--- config.mk ---
export PLATFORM = sky130hd
export DESIGN_NAME = riscv_dmem_arbiter_flat
export DESIGN_NICKNAME = d
export VERILOG_FILES = /design/src/rtl/riscv_dmem_arbiter_if.sv /design/src/rtl/riscv_dmem_arbiter.sv /design/src/flat_wrapper.sv
export SDC_FILE = /design/constraint.sdc
export NUM_CORES = 1
export LEC_CHECK = 0
export CAP_MARGIN = 20
export CORE_MARGIN = 2
export CORE_UTILIZATION = 30
export CTS_CLUSTER_DIAMETER = 80
export CTS_CLUSTER_SIZE = 40
export DETAILED_ROUTE_END_ITERATION = 6
export GPL_ROUTABILITY_DRIVEN = 0
export PLACE_DENSITY = 0.65
export SYNTH_ARGS = -nofsm -noshare
export SYNTH_HDL_FRONTEND = slang
export SYNTH_SLANG_ARGS = --single-unit
--- constraint.sdc ---
create_clock -name clk -period 4 [get_ports clk]
set_clock_uncertainty 0.15 [all_clocks]
set_input_delay 0.8 -clock clk [delete_from_list [all_inputs] [get_ports clk]]
set_output_delay 0.8 -clock clk [all_outputs]
set_load 0.01 [all_outputs]
--- src/rtl/riscv_dmem_arbiter_if.sv ---
// Signal bundle joining two data-memory requesters, the arbiter and the data memory.
// The slave view is the arbiter's; the master view is the requesters' and memory's.
interface riscv_dmem_arbiter_if;
  logic [1:0]   req_val;
  logic [1:0]   req_rdy;
  logic [7:0]   req_op;
  logic [63:0]  req_addr;
  logic [127:0] req_data;
  logic [15:0]  req_wmask;
  logic [23:0]  req_tag;

  logic         mem_req_val;
  logic         mem_req_rdy;
  logic [3:0]   mem_req_op;
  logic [31:0]  mem_req_addr;
  logic [63:0]  mem_req_data;
  logic [7:0]   mem_req_wmask;
  logic [12:0]  mem_req_tag;

  logic         mem_resp_val;
  logic [12:0]  mem_resp_tag;
  logic [63:0]  mem_resp_data;

  logic [1:0]   resp_val;
  logic [11:0]  resp_tag;
  logic [63:0]  resp_data;

  modport slave (
    input  req_val, req_op, req_addr, req_data, req_wmask, req_tag,
    input  mem_req_rdy, mem_resp_val, mem_resp_tag, mem_resp_data,
    output req_rdy, mem_req_val, mem_req_op, mem_req_addr, mem_req_data,
    output mem_req_wmask, mem_req_tag, resp_val, resp_tag, resp_data
  );

  modport master (
    output req_val, req_op, req_addr, req_data, req_wmask, req_tag,
    output mem_req_rdy, mem_resp_val, mem_resp_tag, mem_resp_data,
    input  req_rdy, mem_req_val, mem_req_op, mem_req_addr, mem_req_data,
    input  mem_req_wmask, mem_req_tag, resp_val, resp_tag, resp_data
  );
endinterface

--- src/rtl/riscv_dmem_arbiter.sv ---
// Two-requester round-robin data-memory arbiter with per-requester outstanding
// limits, a held grant under backpressure and a drain-before-flush sequence.
module riscv_dmem_arbiter #(
  parameter int MAX_OUT = 4
) (
  input  logic                 clk,
  input  logic                 reset,
  riscv_dmem_arbiter_if.slave  bus
);
  localparam logic [3:0] M_FLA    = 4'b0100;
  localparam logic [0:0] ST_ARB   = 1'b0;
  localparam logic [0:0] ST_DRAIN = 1'b1;

  logic [0:0]  r_state;
  logic        r_ptr;
  logic        r_owner;
  logic        r_owner_go;
  logic        r_lock_val;
  logic        r_lock_idx;
  logic [3:0]  r_lock_op;
  logic [31:0] r_lock_addr;
  logic [63:0] r_lock_data;
  logic [7:0]  r_lock_wmask;
  logic [11:0] r_lock_tag;

  logic [3:0]  w_cnt [2];
  logic [1:0]  w_elig;
  logic [1:0]  w_is_fla;
  logic [4:0]  w_total;
  logic        w_total_zero;
  logic        w_top_idx;
  logic        w_drain_start;
  logic        w_has_win;
  logic        w_win;
  logic        w_hs;

  logic [3:0]  w_sel_op;
  logic [31:0] w_sel_addr;
  logic [63:0] w_sel_data;
  logic [7:0]  w_sel_wmask;
  logic [11:0] w_sel_tag;

  assign w_total      = {1'b0, w_cnt[0]} + {1'b0, w_cnt[1]};
  assign w_total_zero = (w_total == 5'd0);
  assign w_hs         = w_has_win && bus.mem_req_rdy;

  generate
    for (genvar gi = 0; gi < 2; gi++) begin : g_req
      logic [3:0] r_cnt;
      logic       w_inc;
      logic       w_dec;

      assign w_is_fla[gi] = (bus.req_op[gi*4 +: 4] == M_FLA);
      assign w_elig[gi]   = bus.req_val[gi] && (r_cnt < 4'(MAX_OUT)) &&
                            (!w_is_fla[gi] || w_total_zero);
      assign w_inc        = w_hs && (w_win == 1'(gi));
      // Responses for requests lost across a reset must not underflow the count.
      assign w_dec        = bus.mem_resp_val && (bus.mem_resp_tag[12] == 1'(gi)) &&
                            (r_cnt != 4'd0);
      assign w_cnt[gi]    = r_cnt;

      always_ff @(posedge clk or negedge reset) begin
        if (!reset) begin
          r_cnt <= 4'd0;
        end else if (w_inc && !w_dec) begin
          r_cnt <= r_cnt + 4'd1;
        end else if (w_dec && !w_inc) begin
          r_cnt <= r_cnt - 4'd1;
        end
      end
    end
  endgenerate

  always_comb begin
    w_top_idx     = bus.req_val[r_ptr] ? r_ptr : ~r_ptr;
    w_drain_start = 1'b0;
    w_has_win     = 1'b0;
    w_win         = r_ptr;
    if (r_lock_val) begin
      w_has_win = 1'b1;
      w_win     = r_lock_idx;
    end else if (r_state == ST_ARB) begin
      if (r_owner_go) begin
        w_has_win = 1'b1;
        w_win     = r_owner;
      end else if ((|bus.req_val) && w_is_fla[w_top_idx] && !w_total_zero) begin
        w_drain_start = 1'b1;
      end else if (w_elig[r_ptr]) begin
        w_has_win = 1'b1;
        w_win     = r_ptr;
      end else if (w_elig[~r_ptr]) begin
        w_has_win = 1'b1;
        w_win     = ~r_ptr;
      end
    end
  end

  assign w_sel_op    = w_win ? bus.req_op[7:4]      : bus.req_op[3:0];
  assign w_sel_addr  = w_win ? bus.req_addr[63:32]  : bus.req_addr[31:0];
  assign w_sel_data  = w_win ? bus.req_data[127:64] : bus.req_data[63:0];
  assign w_sel_wmask = w_win ? bus.req_wmask[15:8]  : bus.req_wmask[7:0];
  assign w_sel_tag   = w_win ? bus.req_tag[23:12]   : bus.req_tag[11:0];

  assign bus.mem_req_val   = w_has_win;
  assign bus.mem_req_op    = r_lock_val ? r_lock_op    : w_sel_op;
  assign bus.mem_req_addr  = r_lock_val ? r_lock_addr  : w_sel_addr;
  assign bus.mem_req_data  = r_lock_val ? r_lock_data  : w_sel_data;
  assign bus.mem_req_wmask = r_lock_val ? r_lock_wmask : w_sel_wmask;
  assign bus.mem_req_tag   = {w_win, (r_lock_val ? r_lock_tag : w_sel_tag)};

  assign bus.req_rdy   = w_hs ? (w_win ? 2'b10 : 2'b01) : 2'b00;
  assign bus.resp_val  = bus.mem_resp_val ? (bus.mem_resp_tag[12] ? 2'b10 : 2'b01) : 2'b00;
  assign bus.resp_tag  = bus.mem_resp_tag[11:0];
  assign bus.resp_data = bus.mem_resp_data;

  always_ff @(posedge clk or negedge reset) begin
    if (!reset) begin
      r_state      <= ST_ARB;
      r_ptr        <= 1'b0;
      r_owner      <= 1'b0;
      r_owner_go   <= 1'b0;
      r_lock_val   <= 1'b0;
      r_lock_idx   <= 1'b0;
      r_lock_op    <= 4'd0;
      r_lock_addr  <= 32'd0;
      r_lock_data  <= 64'd0;
      r_lock_wmask <= 8'd0;
      r_lock_tag   <= 12'd0;
    end else begin
      if (w_hs) begin
        r_ptr <= ~w_win;
      end
      r_owner_go <= 1'b0;
      case (r_state)
        ST_ARB: begin
          if (w_drain_start) begin
            r_state <= ST_DRAIN;
            r_owner <= w_top_idx;
          end
        end
        ST_DRAIN: begin
          // The flush owner gets one guaranteed grant once everything has drained.
          if (w_total_zero) begin
            r_state    <= ST_ARB;
            r_owner_go <= 1'b1;
          end
        end
        default: r_state <= ST_ARB;
      endcase
      if (w_hs) begin
        r_lock_val <= 1'b0;
      end else if (w_has_win && !r_lock_val) begin
        r_lock_val   <= 1'b1;
        r_lock_idx   <= w_win;
        r_lock_op    <= w_sel_op;
        r_lock_addr  <= w_sel_addr;
        r_lock_data  <= w_sel_data;
        r_lock_wmask <= w_sel_wmask;
        r_lock_tag   <= w_sel_tag;
      end
    end
  end
endmodule

--- src/flat_wrapper.sv ---
// flat-port wrapper written by rule: the top's interface ports become plain ports
module riscv_dmem_arbiter_flat 
#(
  parameter int MAX_OUT = 4
)
  (clk, reset, bus_req_val, bus_req_op, bus_req_addr, bus_req_data, bus_req_wmask, bus_req_tag, bus_mem_req_rdy, bus_mem_resp_val, bus_mem_resp_tag, bus_mem_resp_data, bus_req_rdy, bus_mem_req_val, bus_mem_req_op, bus_mem_req_addr, bus_mem_req_data, bus_mem_req_wmask, bus_mem_req_tag, bus_resp_val, bus_resp_tag, bus_resp_data);
  riscv_dmem_arbiter_if bus_i ();
  input  logic clk;
  input  logic reset;
  input wire logic [$bits(bus_i.req_val)-1:0] bus_req_val;
  input wire logic [$bits(bus_i.req_op)-1:0] bus_req_op;
  input wire logic [$bits(bus_i.req_addr)-1:0] bus_req_addr;
  input wire logic [$bits(bus_i.req_data)-1:0] bus_req_data;
  input wire logic [$bits(bus_i.req_wmask)-1:0] bus_req_wmask;
  input wire logic [$bits(bus_i.req_tag)-1:0] bus_req_tag;
  input wire logic [$bits(bus_i.mem_req_rdy)-1:0] bus_mem_req_rdy;
  input wire logic [$bits(bus_i.mem_resp_val)-1:0] bus_mem_resp_val;
  input wire logic [$bits(bus_i.mem_resp_tag)-1:0] bus_mem_resp_tag;
  input wire logic [$bits(bus_i.mem_resp_data)-1:0] bus_mem_resp_data;
  output wire logic [$bits(bus_i.req_rdy)-1:0] bus_req_rdy;
  output wire logic [$bits(bus_i.mem_req_val)-1:0] bus_mem_req_val;
  output wire logic [$bits(bus_i.mem_req_op)-1:0] bus_mem_req_op;
  output wire logic [$bits(bus_i.mem_req_addr)-1:0] bus_mem_req_addr;
  output wire logic [$bits(bus_i.mem_req_data)-1:0] bus_mem_req_data;
  output wire logic [$bits(bus_i.mem_req_wmask)-1:0] bus_mem_req_wmask;
  output wire logic [$bits(bus_i.mem_req_tag)-1:0] bus_mem_req_tag;
  output wire logic [$bits(bus_i.resp_val)-1:0] bus_resp_val;
  output wire logic [$bits(bus_i.resp_tag)-1:0] bus_resp_tag;
  output wire logic [$bits(bus_i.resp_data)-1:0] bus_resp_data;
  assign bus_i.req_val = bus_req_val;
  assign bus_i.req_op = bus_req_op;
  assign bus_i.req_addr = bus_req_addr;
  assign bus_i.req_data = bus_req_data;
  assign bus_i.req_wmask = bus_req_wmask;
  assign bus_i.req_tag = bus_req_tag;
  assign bus_i.mem_req_rdy = bus_mem_req_rdy;
  assign bus_i.mem_resp_val = bus_mem_resp_val;
  assign bus_i.mem_resp_tag = bus_mem_resp_tag;
  assign bus_i.mem_resp_data = bus_mem_resp_data;
  assign bus_req_rdy = bus_i.req_rdy;
  assign bus_mem_req_val = bus_i.mem_req_val;
  assign bus_mem_req_op = bus_i.mem_req_op;
  assign bus_mem_req_addr = bus_i.mem_req_addr;
  assign bus_mem_req_data = bus_i.mem_req_data;
  assign bus_mem_req_wmask = bus_i.mem_req_wmask;
  assign bus_mem_req_tag = bus_i.mem_req_tag;
  assign bus_resp_val = bus_i.resp_val;
  assign bus_resp_tag = bus_i.resp_tag;
  assign bus_resp_data = bus_i.resp_data;
  riscv_dmem_arbiter #(.MAX_OUT(MAX_OUT)) u_core (.clk(clk), .reset(reset), .bus(bus_i));
endmodule
==> metrics, run 1 <==
status finished with violations; failing checks setup timing; NetSw approximately 7.4 mW; latest clock arrival within the worst-skew pair between 0.4 and 0.5 ns; Post-Layout Cell Count approximately 2,000; Overall Global Routing Usage between 20 and 25%; GR Layer Usage met1 roughly a quarter; Top Family by Delay on Critical Path compound AO/OA/AOI/OAI gates; Comb pwr share between 70 and 80%; most frequent cells in the layout clkdlybuf4s50_1 (247), mux2_2 (230), dfrtp_1 (133); CTS Root Buffer Type clkbuf_16; via count around 12,000; Worst setup startpoint u_core.g_req[1].r_cnt[0]; row cnt 73; global route overflow 0; Via density around 5.8; pre-CTS WS -0.824 ns; Min-Delay Path Class in -> async; max_cap viols 0; cts-stage hold buffer count 0; share of the synthesized area in the top cell type ~28%; Synth area leader dfrtp_1; Min Hold Slack approximately 0.23 ns; area of placed instances about 16,000 µm²; clock tree buffer depth 2; Area Growth Syn to Fin 44.4%; Slew Limit Headroom about 25%; Crit path required time just over 3 ns; Die W around 200 µm; H-tree depth 4; Synthesis Warnings 0; final setup vio count between 100 and 150; Clock Power Share under 10%; Leak Pwr between 6 and 7 nW; CTS clk-pin slew, worst paths ~0.07 ns; die height about 200 µm; Final ANT Viol Nets 0; f_max about 0.21 GHz; share of cells above drive strength 1 around 36%; Slowest-stage cell, CP fa_1; CP max FO 22; reg-to-reg endpoint u_core.g_req[0].r_cnt[3]; final wirelength slightly above 50,000 µm; most common cell after layout, fill and taps aside clkdlybuf4s50_1; Post-synth EDFFs 0; worst r2r path cells 19; R2R setup slack -0.20 ns; CP max stage delay around 0.46 ns; post-route cell area ~17,000 µm²; M3 GR Usage under 10%; busiest grt layer met2; min setup slack post-route -0.697 ns; met2 Use GR 38.6%; Cell Int Power a little over 10 mW; sequential cell area fraction in the yosys report roughly 28%; Syn Nets roughly 1,500; fin crit period 4.70 ns; Reg power frac 13.8%; # port buffers 372; CTS buffer count 17; Worst setup EP type primary output; Slew @ Worst Pin approximately 1.1 ns; crit share post-route 117%; mapped cell area 12,100 µm²; Power Total ~17 mW; placed cells 1,940; ys async rst share between 90% and 100%; power per standard cell area roughly 1000 nW/µm²; main area contributors after synthesis dfrtp_1 (28%), mux2_2 (23%), a311o_1 (10%), a32o_1 (10%), nor3b_1 (7.5%); drt pass-1 iters 5; CTS Sinks approximately 130; Setup Crit Path Kind reg -> out; DP Wirelength 32,000 µm; Slew Viols, Final 0; CTS tree yes; initial antenna violation count 4; critical-path cell list ha_2 > fa_1 > nor3_2 > nand2_2 > buf_12 > o31a_4 > or2_4 > buf_6 > a311o_1 > mux2_2 > dlygate4sd2_1; core area just under 40,000 µm²; vias in the first global route approximately 12,000; Initial Util 30.3%; switching share of power a little over two fifths; pin count of the biggest net entering global routing between 70 and 80; Die Footprint 41,800 µm²; Final Hold Viols 0; WP buf/inv 3; initial detailed-routing violation count 794; flops & latches, synth between 100 and 150; I/O Pins approximately 530; WL/cell 25.7 µm; Final nets 1,810; unrepaired setup endpoints after global routing yes; reg2reg start u_core.g_req[1].r_cnt[0]; Mapped Avg Cell Area 10.3 µm²; Max VDD drop ~0.5 mV; Worst Path Arrival about 3.8 ns; DRC Markers 0; CP Launch Type flop; Distinct cells, synth 50; Synth Flop Type dfrtp_1; post-synthesis cell count between 1,000 and 1,500; Fill cells about 3,800; post-route setup TNS -69.28 ns; first-pass GRT wire length about 70,000 µm; post-layout util between 40% and 50%
[registers in the layout (all words and copies together) (netlist names)]
register / count
u_core.r_lock_tag: 12
u_core.r_state: 1
u_core.r_lock_data: 64
u_core.r_lock_val: 1
u_core.r_lock_idx: 1
u_core.g_req.r_cnt: 8
u_core.r_lock_wmask: 8
u_core.r_owner: 1
u_core.r_owner_go: 1
u_core.r_lock_op: 4
u_core.r_ptr: 1
u_core.r_lock_addr: 32
[worst max-delay path by stage]
stage                               endpoint  slack (ns)  cells past startpoint
floorplan           u_core.g_req[0].r_cnt[3]       -0.05                     18
CTS                     bus_mem_req_data[35]       -0.68                     10
global route            bus_mem_req_addr[31]       -0.79                     11
finish                     bus_mem_req_op[0]       -0.70                     11
detailed placement      bus_mem_req_data[35]       -0.82                      9
global placement        bus_mem_req_data[35]       -0.81                     11
[cell families after synthesis]
logic type / Yosys count / synth area share (%)
xor+xnor: 8 / 0.581
mux: 243 / 22.7
simple gates: 281 / 15.6
compound gates: 273 / 21.8
fa+ha+maj: 13 / 1.54
buf+inv: 217 / 9.90
flops: 134 / 27.8
[worst reg2reg max path, stage by stage, from the launching register on]
cell	delay, ns
dfrtp_1	0.39
ha_2	0.20
fa_1	0.46
nor3_2	0.22
nand2_2	0.13
buf_12	0.15
o31a_4	0.29
or2_4	0.30
buf_12	0.18
a21oi_4	0.21
inv_2	0.07
nor2_4	0.13
ha_2	0.20
inv_1	0.06
ha_1	0.29
a21o_1	0.19
a21oi_2	0.14
xnor2_1	0.13
nor2_1	0.07
xor2_1	0.14
[layer usage]
metal / vias up / part of all wire, %
li1: 5122 / -
met1: 5872 / 38
met2: 554 / 51
met3: 138 / 7.0
met4: 2 / 4.5
met5: - / 0.025
[power groups by stage]
stage,Sequential [mW],Combinational [mW],Clock (mW)
4_1_cts,2.40,12.9,1.76
6_report,2.42,13.3,1.71
3_3_place_gp,2.38,13.1,0
3_5_place_dp,2.43,13.3,0
5_1_grt,2.50,14.2,1.81
2_1_floorplan,2.35,7.96,0
[synthesized netlist by cell type, types with 2 or more instances]
master and n:
a21oi_1 9, xor2_1 2, nor2_1 10, clkbuf_1 108, a32o_1 120, nand3_1 2
a31oi_1 3, o21ai_1 2, buf_4 77, ha_1 10, mux2_2 243, a311o_1 120
nor3_1 2, nor3b_1 121, and2_1 123, dfrtp_1 134, nand2b_1 2, o21a_1 2
buf_1 3, o21ai_0 3, or3_1 2, buf_2 12, buf_6 10, inv_1 6
a21o_1 2, fa_1 3, o41ai_1 2, nand2_1 8, xnor2_1 6, or2_1 2
[cell type report]
cell class                      count  area [µm²]  area share, %
Tap cell                          525         657           3.77
Clock buffer                       18         439           2.52
Timing Repair Buffer              496        5040           28.9
Multi-Input combinational cell    818        7710           44.3
Antenna cell                        3        7.51         0.0431
Clock inverter                     14         169          0.970
Inverter                            7        26.3          0.151
Sequential cell                   134        3360           19.3
[repair_timing]
action                     in CTS  in global routing
setup buffers                   2                 17
cloned                          2                 19
resized for setup             300                155
pin swaps                       7                 20
setup endpoints to repair     130                130
Power figures use the tool's default switching activity.
==> inputs of run 2 (changes only) <==
--- a/config.mk
+++ b/config.mk
@@ -6,13 +6,13 @@
 export NUM_CORES = 1
 export LEC_CHECK = 0
 export CAP_MARGIN = 20
-export CORE_MARGIN = 2
-export CORE_UTILIZATION = 30
+export CORE_AREA = 2 2 205 207
 export CTS_CLUSTER_DIAMETER = 80
 export CTS_CLUSTER_SIZE = 40
 export DETAILED_ROUTE_END_ITERATION = 6
+export DIE_AREA = 0 0 207 209
 export GPL_ROUTABILITY_DRIVEN = 0
-export PLACE_DENSITY = 0.65
+export PLACE_DENSITY = 0.64
 export SYNTH_ARGS = -nofsm -noshare
 export SYNTH_HDL_FRONTEND = slang
 export SYNTH_SLANG_ARGS = --single-unit
==> run 2 against run 1 <==
Effect of this change: the flow still finishes with violations (setup timing); wire length fell by 0.51%; worst setup slack improved by 0.022 ns; maximum frequency increased by 0.47%; clock-buffer cell count rose by 4; first-iteration DRC count shrank 14%; largest cell class unchanged.
==> metrics, run 2 (synthesized netlist as in run 1, its figures left out) <==
max_cap viols 0 (unchanged); min setup slack post-route -0.675 ns (+0.0221 ns); H-tree depth 4 (unchanged); CTS Root Buffer Type clkbuf_16; Min-Delay Path Class in -> async; latest clock arrival within the worst-skew pair 0.44 ns (about the same); via count 11,762 (+0.63%); Max VDD drop 0.513 mV (-0.52%); Power Total 18.8 mW (+7.3%); Final nets 1,842 (+1.8%); Area Growth Syn to Fin 49.9%; final setup vio count 129 (+1.6%); CP Launch Type flop; drt pass-1 iters 6 (+1); CTS clk-pin slew, worst paths 0.07 ns (about the same); Final ANT Viol Nets 0 (unchanged); CTS buffer count 17 (unchanged); row cnt 75 (+2.7%); die height 209 µm (+2.2%); Leak Pwr 7.02 nW (+4.9%); R2R setup slack -0.36 ns (-0.16 ns); Die Footprint 43,300 µm² (+3.5%); post-route cell area 18,100 µm² (+3.8%); Worst Path Arrival 3.72 ns (-0.03 ns); initial antenna violation count 2 (-2); Setup Crit Path Kind reg -> out; power per standard cell area 1040 nW/µm² (+3.4%); Slew Limit Headroom 20.0% (-4.8 points); Final Hold Viols 0 (unchanged); area of placed instances 16,300 µm² (+0.21%); global route overflow 0 (unchanged); clock tree buffer depth 2 (unchanged); failing checks setup timing; Crit path required time 3.05 ns (about the same); first-pass GRT wire length 74,900 µm (+6.0%); fin crit period 4.67 ns (-0.0221 ns); Min Hold Slack 0.255 ns (+0.0239 ns); Overall Global Routing Usage 22.5% (+0.38 points); Slew @ Worst Pin 1.20 ns (+0.0718 ns); CTS Sinks 134 (unchanged); Fill cells 3,904 (+2.9%); CP max FO 8 (-64%); pin count of the biggest net entering global routing 121 (+59%); area occupied by multi-input gates 7890 µm² (+2.2%); DRC Markers 0 (unchanged); CTS tree yes; Initial Util 29.2% (-1.1 points); crit share post-route 117% (-0.55 points); Worst setup EP type primary output; I/O Pins 525 (unchanged); status finished with violations; register area 3360 µm² (unchanged); most flop-heavy register u_core.r_lock_data; unrepaired setup endpoints after global routing yes; Largest regs u_core.r_lock_data (64), u_core.r_lock_addr (32), u_core.r_lock_tag (12); final wirelength 51,500 µm (-0.51%); core area 41,300 µm² (+3.9%); Via density 5.71 (-1.6%); DP Wirelength 32,100 µm (+0.52%); Slew Viols, Final 0 (unchanged); # port buffers 372 (unchanged); most common cell after layout, fill and taps aside clkdlybuf4s50_1; vias in the first global route 11,983 (+2.9%); f_max 0.214 GHz (+0.47%); share of cells above drive strength 1 39.2% (+3.5 points); Die W 207 µm (+1.2%); initial detailed-routing violation count 686 (-14%); max FFs per register 64 (unchanged); most frequent cells in the layout clkdlybuf4s50_1 (245), mux2_2 (209), dfrtp_1 (133); WL/cell 25.0 µm (-2.7%)
run 2: changes by cell type in the layout (fill, tap and decap cells not counted), moves of 4 or more:
cell           before  now
buf_6              37   94
clkbuf_16          28   22
clkbuf_2           51   27
inv_6               5    1
buf_12             28   36
dlygate4sd2_1      22    2
mux2_4             13   34
mux2_2            230  209
buf_4              70   90
run 2: critical path, stage by stage, from the launching register on:
cell     delay (ns)
dfrtp_1        0.41
ha_4           0.18
fa_1           0.42
nor2_1         0.33
a21oi_2        0.10
or3_4          0.45
buf_12         0.17
buf_12         0.15
buf_4          0.14
a32o_1         0.23
a311o_1        0.28
mux2_4         0.29
buf_6          0.13
run 2: timing repair:
action / 4_1_cts / 5_1_grt
cloned: 10 / 5
resized for setup: 447 / 242
buffers inserted: 25 / 34
pin swaps: 25 / 138
hold buffers: 0 / 0
endpoints found under the hold margin: 0 / 0
setup endpoints to repair: 130 / 130
run 2: final cells by class:
class                           count  share of cell area (%)
Antenna cell                        2                  0.0277
Clock buffer                       22                    2.68
Clock inverter                     10                   0.533
Inverter                            7                   0.145
Multi-Input combinational cell    819                    43.6
Sequential cell                   134                    18.6
Tap cell                          539                    3.73
Timing Repair Buffer              527                    30.7
run 2: path summary, 6_finish.rpt:
kind | cells past startpoint | startpoint | end
max | 12 | u_core.g_req[1].r_cnt[0] | bus_mem_req_addr[26]
min | 1 | reset | u_core.r_lock_addr[21]
min in group clk | 2 | u_core.r_lock_idx | u_core.r_lock_idx
max in group asynchronous | 2 | reset | u_core.r_lock_data[39]
max reg2reg | 21 | u_core.g_req[1].r_cnt[0] | u_core.g_req[0].r_cnt[3]
min reg2reg | 2 | u_core.r_lock_idx | u_core.r_lock_idx
run 2: power by group:
group          switching, mW  internal [mW]  leakage, nW
clock network          0.686          0.923        0.275
logic                   6.67           8.03         5.15
registers              0.369           2.08         1.60
run 2: through the flow:
step	util [%]	cells	worst slack (ns)	setup TNS (ns)
after floorplan	-	1169	-0.0525	-0.0525
after global placement	39.6	1958	-0.922	-109.24
after detailed placement	39.6	1958	-0.912	-108.88
after CTS	42.7	2025	-0.838	-89.65
after global routing	43.8	2059	-0.774	-89.28
final	43.8	2060	-0.675	-74.48
run 2: metal layers:
layer / GRT usage (%) / routed length (µm) / share of wire [%] / vias up
li1: - / - / - / 5186
met1: 26.2 / 20000 / 39 / 5927
met2: 39.9 / 26300 / 51 / 513
met3: 4.16 / 3270 / 6.3 / 134
met4: 9.98 / 1910 / 3.7 / 2
met5: 0 / 13 / 0.025 / -
==> inputs of run 3 (changes only) <==
--- a/config.mk
+++ b/config.mk
@@ -5,7 +5,6 @@
 export SDC_FILE = /design/constraint.sdc
 export NUM_CORES = 1
 export LEC_CHECK = 0
-export CAP_MARGIN = 20
 export CORE_AREA = 2 2 205 207
 export CTS_CLUSTER_DIAMETER = 80
 export CTS_CLUSTER_SIZE = 40
==> results of run 3 <==
No change in the layout: final DEF, timing and power equal those of run 2.
==> RTL change, RTL diff (settings of run 1) <==
Make the reset (`reset`) synchronous in 2 clocked blocks.
--- a/src/rtl/riscv_dmem_arbiter.sv
+++ b/src/rtl/riscv_dmem_arbiter.sv
@@ -60,5 +60,5 @@
       assign w_cnt[gi]    = r_cnt;
 
-      always_ff @(posedge clk or negedge reset) begin
+      always_ff @(posedge clk) begin
         if (!reset) begin
           r_cnt <= 4'd0;
@@ -114,5 +114,5 @@
   assign bus.resp_data = bus.mem_resp_data;
 
-  always_ff @(posedge clk or negedge reset) begin
+  always_ff @(posedge clk) begin
     if (!reset) begin
       r_state      <= ST_ARB;
Function: differs if reset is asserted again (counterexample within 4 cycles, from zero or initial values and one cycle with reset low); with reset held inactive, the same outputs for 4 cycles.
==> RTL change against run 1 <==
- count of clock-buffer cells in the layout up 5
- maximum frequency grew 3.7%
- the flow still finishes with violations (negative setup slack)
- power fell by 5.1%
- wire length is 2.8% higher
- global-route usage up 3.6 points
- critical path depth up 2
- area after synthesis down 7.3%
- setup slack better by 0.17 ns
- final area grew 1.3%
- sequential share of layout area shrank 4.0 points
- clock power fell by 5%
- sequential cell count did not move
==> RTL change: results (changes against run 1) <==
* Adder-cell share of the synthesized area at 0.0166 (was 0.0154)
* Reg-to-Reg End: u_core.g_req[1].r_cnt[3]$_SDFFE_PN0P_ (was u_core.g_req[0].r_cnt[3]$_DFFE_PN0P_)
* Peak VDD IR at 0.590 mV (was 0.515 mV)
* Layout cells sized above 1 at 0.304 (was 0.358)
* Final Non-Filler Cells at 2,314 (was 2,015)
* Crit path DAT at 3.58 ns (was 3.75 ns)
* Routed wire length at 53,200 um (was 51,800 um)
* Largest net degree at the start of global routing at 83 (was 76)
* Mux share of post-synthesis cell area at 0.00459 (was 0.227)
* Vias/cell at 6.09 (was 5.80)
* Netlist cell types at 55 (was 50)
* Final #Nets at 2,165 (was 1,810)
* Met3 usage at 0.0495 (was 0.0411)
* Met1 Wirelength at 21,600 um (was 19,500 um)
* Placed cell areas at 15,800 um2 (was 16,300 um2)
* Seq/Total Area, Yosys at 0.240 (was 0.278)
* P_sw at 7.77 mW (was 7.41 mW)
* Run status: finished, violations left (unchanged)
* Met1 GRT Util at 0.320 (was 0.255)
* Worst slack, placed at -0.899 ns (was -0.824 ns)
* Gate power share at 0.772 (was 0.764)
* R2R Path Start: u_core.g_req[0].r_cnt[0]$_SDFFE_PN0P_ (was u_core.g_req[1].r_cnt[0]$_DFFE_PN0P_)
* Failing checks: negative setup slack (unchanged)
* Met2 routed WL at 25,300 um (was 26,200 um)
* Avg Cell Area, Syn at 7.50 um2 (was 10.3 um2)
* Reg2Reg Setup Slack at -0.31 ns (was -0.20 ns)
* Dpl hpwl at 32,100 um (was 32,000 um)
* Hold Worst Slack at 0.312 ns (was 0.232 ns)
* Top layer in use: met4 (was met5)
* Post-Synth XOR/XNOR Area at 0.00470 (was 0.00581)
* Compound-Gate Fraction of Synth Area at 0.385 (was 0.218)
* Hold Path Sink: u_core.r_lock_op[0]$_SDFFE_PN0P_
* Final Setup Violations at 128 (was 127)
* Async SR Flop Fraction at 0 (was 1.00)
* Worst-Margin Slew at 0.957 ns (was 1.13 ns)
* Sw frac at 0.469 (was 0.424)
* Met2 Use GR at 0.425 (was 0.386)
* P_leak at 6.81 nW (was 6.69 nW)
* Worst min-delay path startpoint: u_core.r_lock_op[0]$_SDFFE_PN0P_
* Fin Setup TNS at -53.05 ns (was -69.28 ns)
* Drt pass-1 iters at 6 (was 5)
* Post-route setup slack at -0.532 ns (was -0.697 ns)
* Ys flop type: dfxtp_1 (was dfrtp_1)
* Clk. pwr at 1.62 mW (was 1.71 mW)
* Drt first-iter violations at 985 (was 794)
* Commonest cells post-synth: nand2_1, clkbuf_1, nor2_1 (was mux2_2, dfrtp_1, and2_1)
* Hold crit path type: flip-flop to flip-flop (was primary input to async pin)
* Vias in the first global route at 13,400 (was 11,600)
## RTL change: cell types whose count changed after synthesis, moves of 122 or more
cell | before | now
dfrtp_1 | 134 | 0
nand2_1 | 8 | 245
dfxtp_1 | 0 | 134
nor2_1 | 10 | 136
and2_1 | 123 | 1
mux2_2 | 243 | 1
## RTL change: worst max-delay path: stages, from the launching register on
cell and delay (ns):
dfxtp_2 0.36, ha_4 0.14, fa_2 0.43, or4_4 0.46, nor2_8 0.15, buf_6 0.12
a31oi_4 0.13, a211oi_4 0.31, buf_12 0.22, buf_8 0.13, buf_16 0.14, o31ai_1 0.08
a31oi_1 0.28, buf_2 0.19
## RTL change: final cells by class
type	count	area, um2
Inverter	6	35.0
Clock buffer	23	478
Tap cell	468	586
Multi-Input combinational cell	1071	7710
Sequential cell	134	2690
Fill cell	3515	19000
Clock inverter	9	100
Timing Repair Buffer	599	6030
Antenna cell	4	10.0
## RTL change: timing repair
item                                    in CTS  in global routing
pin swaps                                   52                100
gates resized for setup                    458                225
cloned                                      16                 11
endpoints found under the setup margin     205                218
buffers inserted                            32                 21
## RTL change: worst max path at each step
stage / startpoint / endpoint / slack, ns
after global routing: u_core.g_req[0].r_cnt[0]$_SDFFE_PN0P_ / bus_mem_req_addr[22] / -0.63
after floorplan: u_core.g_req[1].r_cnt[0]$_SDFFE_PN0P_ / u_core.g_req[1].r_cnt[3]$_SDFFE_PN0P_ / -0.30
after detailed placement: bus_req_op[0] / bus_mem_req_op[3] / -0.90
final: u_core.g_req[0].r_cnt[0]$_SDFFE_PN0P_ / bus_mem_req_op[2] / -0.53
after global placement: bus_req_op[0] / bus_mem_req_tag[6] / -0.90
after CTS: u_core.g_req[1].r_cnt[0]$_SDFFE_PN0P_ / bus_req_rdy[1] / -0.61
